**src/rtl/lfsr_gen.sv**
```systemverilog
// lfsr_gen: parametrised Galois LFSR with enable, load, lock-up recovery and period tracking
// Ports: clk/reset (sync, active-high); en steps the LFSR; load writes load_val (beats en);
//        q is the state; wrap pulses when a step lands back on SEED; lockup pulses when an
//        all-zero state is replaced by SEED; step_cnt counts steps since reset/load/wrap;
//        period holds the length of the last completed cycle (0 until the first wrap).
module lfsr_gen #(
  parameter int               WIDTH = 5,
  parameter logic [WIDTH-1:0] TAPS  = 5'h14,
  parameter logic [WIDTH-1:0] SEED  = 5'h01
) (
  input  logic             clk,
  input  logic             reset,
  input  logic             en,
  input  logic             load,
  input  logic [WIDTH-1:0] load_val,
  output logic [WIDTH-1:0] q,
  output logic             wrap,
  output logic             lockup,
  output logic [WIDTH-1:0] step_cnt,
  output logic [WIDTH-1:0] period
);
  logic [WIDTH-1:0] q_q, q_d, step_q, step_d, period_q, period_d, nxt, step_inc;
  logic             wrap_q, wrap_d, lockup_q, lockup_d, zero, adv;
  always_comb begin
    nxt      = (q_q >> 1) ^ (q_q[0] ? TAPS : '0);
    step_inc = step_q + 1'b1;
    zero     = q_q == '0;
    adv      = en & ~load;
    wrap_d   = adv & ~zero & (nxt == SEED);
    lockup_d = adv & zero;
    q_d      = load ? load_val : en ? (zero ? SEED : nxt) : q_q;
    step_d   = (load | lockup_d | wrap_d) ? '0 : en ? step_inc : step_q;
    period_d = wrap_d ? step_inc : period_q;
  end
  always_ff @(posedge clk) begin
    if (reset) begin
      q_q      <= SEED;
      step_q   <= '0;
      period_q <= '0;
      wrap_q   <= 1'b0;
      lockup_q <= 1'b0;
    end else begin
      q_q      <= q_d;
      step_q   <= step_d;
      period_q <= period_d;
      wrap_q   <= wrap_d;
      lockup_q <= lockup_d;
    end
  end
  assign q        = q_q;
  assign wrap     = wrap_q;
  assign lockup   = lockup_q;
  assign step_cnt = step_q;
  assign period   = period_q;
endmodule

```
**config.mk**
```make
export PLATFORM = sky130hd
export DESIGN_NAME = lfsr_gen
export DESIGN_NICKNAME = d
export VERILOG_FILES = /design/src/rtl/lfsr_gen.sv
export SDC_FILE = /design/constraint.sdc
export NUM_CORES = 1
export LEC_CHECK = 0
export ABC_AREA = 0
export ABC_CLOCK_PERIOD_IN_PS = 3700
export BUFFER_PORTS_ARGS = -buffer_cell sky130_fd_sc_hd__buf_4
export CORE_MARGIN = 2
export CORE_UTILIZATION = 51
export CTS_CLUSTER_DIAMETER = 60
export DETAILED_ROUTE_END_ITERATION = 16
export MAX_ROUTING_LAYER = met4
export PLACE_DENSITY = 0.92
export SYNTH_ARGS = -nofsm -noshare
export SYNTH_HDL_FRONTEND = slang
export SYNTH_SLANG_ARGS = --single-unit
```
**constraint.sdc**
```tcl
create_clock -name clk -period 3.7 [get_ports clk]
set_clock_uncertainty 0.05 [all_clocks]
set_input_delay 0 -clock clk [delete_from_list [all_inputs] [get_ports clk]]
set_output_delay 0 -clock clk [all_outputs]
set_load 0.01 [all_outputs]
```
==> metrics <==
filler cell count 99; Yosys reg bits 17; Detail Route met3 WL 58 um; Final Critical Period ~1.7 ns; Post-DP Area 961 sq um; crit end category flop; first-pass GRT wire length 3050 um; Detail Route Antenna Nets 0; library cells used by synthesis 26; TritonRoute pass-1 iters 4; hold endpoint step_cnt[1]; CP dominant cell by count dlygate4sd3_1; switching share of power 0.245; total number of vias between 700 and 800; Peak Freq 0.572 GHz; TritonCTS clock tree built; Syn. warnings 0; FF-to-FF setup slack 1.97 ns; RR Startpoint q[4]; gpl congestion just over 0.8; number of port buffers 25; Tot GR Track Use 0.229; Multi-input gate area 413 sq um; metal2 WL roughly 850 um; final-report setup violation count 0; ANT cells 0; Final nets 127; Post-route DRC 0; post-cts sizing count 0; Synth top area share 0.443; CP max-delay cell dlygate4sd3_1; Peak VDD IR 0.000296 V; pin count of the biggest net entering global routing 14; clock tree buffer depth 2; M1 wire length 869 um; Worst EP arrival approximately 1.9 ns; CP cell instances dlygate4sd3_1 > buf_4 > nand2_1 > dlygate4sd3_1 > a21oi_1 > dlygate4sd3_1; P_sw roughly 0.086 mW; post-layout instance area 1100 sq um; Comb pwr share 0.166; final WL 1800 um; cells after synthesis 80; Post-CTS Setup Inserts 0; highest routed layer met4; R2R depth 3; DR WL/cell about 14 um; total negative slack 0 ns; reg2reg end step_cnt[0]; Vert. Die Dim about 43 um; cell depth of the worst hold path 3; cell taking the most area after synthesis dfxtp_1; worst hold start en; max_cap viols 0; Hold WS about 0.058 ns; core area around 1500 sq um; syn_nets 90; critical path's top delay family buffers and inverters; synthesized area between 700 and 800 sq um; share of power burned in registers 0.564; register area 340 sq um; worst-skew pair later-pin latency 0.28 ns; register area share after synthesis 0.443; Slew @ Worst Pin approximately 0.66 ns; CP bufs+invs 4; TritonCTS buffer count 3; RSZ-0062 raised after global routing false; Fin. Hold Viols 0; H-tree depth 1; share of post-route cells with drive strength above 1 0.302; CP max stage delay 0.55 ns; Final Cycle Share 0.473; Layout area overhead 42.8%; Vias/cell approximately 5.4; FP Rows 14; initial core utilization 0.528; # clock sinks 17; hpwl dp 1150 um; outcome completed; CP Launch Type primary input; grt ovf 0; Die Area around 1800 sq um; Root Driver clkbuf_4; vias in the first global route 661; I/O pins 26; Clk pwr share 0.270; Slew HR 0.554; initial antenna violation count 0; final slew viol count 0; Power Dens Cells approximately 320 nW/um^2; worst-path maximum fanout 1; WS Path Type primary input to flop; Mean Syn Cell Area 9.60 sq um; ranking of synthesized cells by area dfxtp_1, mux2i_1, xor2_1; drt first-iter violations 14; Req. time, crit path approximately 3.8 ns; total internal power 0.264 mW; Hold WC Path Type primary input to flop; Clock transition at path regs 0.09 ns; Leakage Power around 0.46 nW; Die X 42.8 um
cells in the mapped netlist (all sizes together):
library cell  number
o31ai              1
xnor2              3
nand4              2
or4b               1
nor3               1
nand3              3
nor4b              1
or3                2
a211oi             3
a21oi              7
mux2i              5
o21bai             1
mux2               3
a211o              1
nor2              11
nand2              2
nor3b              2
clkbuf             3
dfxtp             17
xor2               5
o21ai              3
or3b               1
buf                1
ha                 1
what timing repair did:
action	in CTS	in global routing
hold endpoints to repair	12	0
hold buffers	11	0
endpoints found under the setup margin	0	0
power by group through the flow:
stage,Combinational (mW),Clock [mW],Sequential [mW]
floorplan,0.0246,0,0.201
global placement,0.0455,0,0.200
detailed placement,0.0460,0,0.201
CTS,0.0566,0.0965,0.196
global route,0.0621,0.108,0.198
finish,0.0580,0.0945,0.197
placed cells by master, fill, tap and decap left out, types with 2 or more instances in the layout:
| cell | count |
|---|---|
| a211oi_1 | 3 |
| a21oi_1 | 7 |
| buf_4 | 25 |
| clkbuf_4 | 3 |
| dfxtp_1 | 17 |
| dlygate4sd3_1 | 11 |
| mux2_2 | 3 |
| mux2i_1 | 5 |
| nand2_1 | 2 |
| nand3_1 | 3 |
| nand4_1 | 2 |
| nor2_1 | 11 |
| o21ai_0 | 3 |
| xnor2_1 | 3 |
| xor2_1 | 5 |
state kept, by name, indices dropped and copies added (netlist names):
| name | flops |
|---|---|
| period | 5 |
| wrap | 1 |
| q | 5 |
| lockup | 1 |
| step_cnt | 5 |
cell type report:
class | instances | share of cell area
Multi-Input combinational cell | 59 | 0.376
Timing Repair Buffer | 36 | 0.271
Clock buffer | 4 | 0.0239
Sequential cell | 17 | 0.310
Tap cell | 16 | 0.0182
worst max-delay path by stage:
stage	cells past startpoint	end	slack, ns	start
2_1_floorplan	3	step_cnt[0]	2.11	q[0]
3_3_place_gp	3	step_cnt[4]	2.05	q[0]
3_5_place_dp	3	step_cnt[1]	1.93	q[0]
4_1_cts	3	step_cnt[1]	1.95	q[0]
5_1_grt	3	step_cnt[2]	1.90	q[4]
6_report	6	q[2]	1.95	load_val[2]
kinds of logic after synthesis:
kind of cell    Yosys count  share of synthesized area
fa+ha+maj                 1                     0.0163
mux                       8                      0.109
flops                    17                      0.443
simple gates             26                      0.195
compound gates           16                      0.125
xor+xnor                  8                     0.0912
buf+inv                   4                     0.0195
tightest hold or removal path: cells and delay by family:
| kind | cells | cell delay, ns |
|---|---|---|
| buffers and inverters | 1 | 0.18 |
| muxes | 1 | 0.09 |
| and+or+nand+nor | 1 | 0.08 |
metal layers:
layer | up-vias | track usage
met1 | 339 | 0.299
met2 | 19 | 0.352
met5 | - | -
met3 | 4 | 0.0298
met4 | 0 | 0.106
li1 | 357 | -
metrics by stage:
step / util / std cells / total power, mW / setup WS, ns
6_report: 0.755 / 132 / 0.350 / 1.95
5_1_grt: 0.755 / 132 / 0.369 / 1.90
4_1_cts: 0.755 / 132 / 0.350 / 1.95
3_5_place_dp: 0.661 / 117 / 0.247 / 1.93
3_3_place_gp: 0.661 / 117 / 0.245 / 2.05
2_1_floorplan: - / 80 / 0.226 / 2.11
No activity file was read; power rests on OpenSTA's default activity.
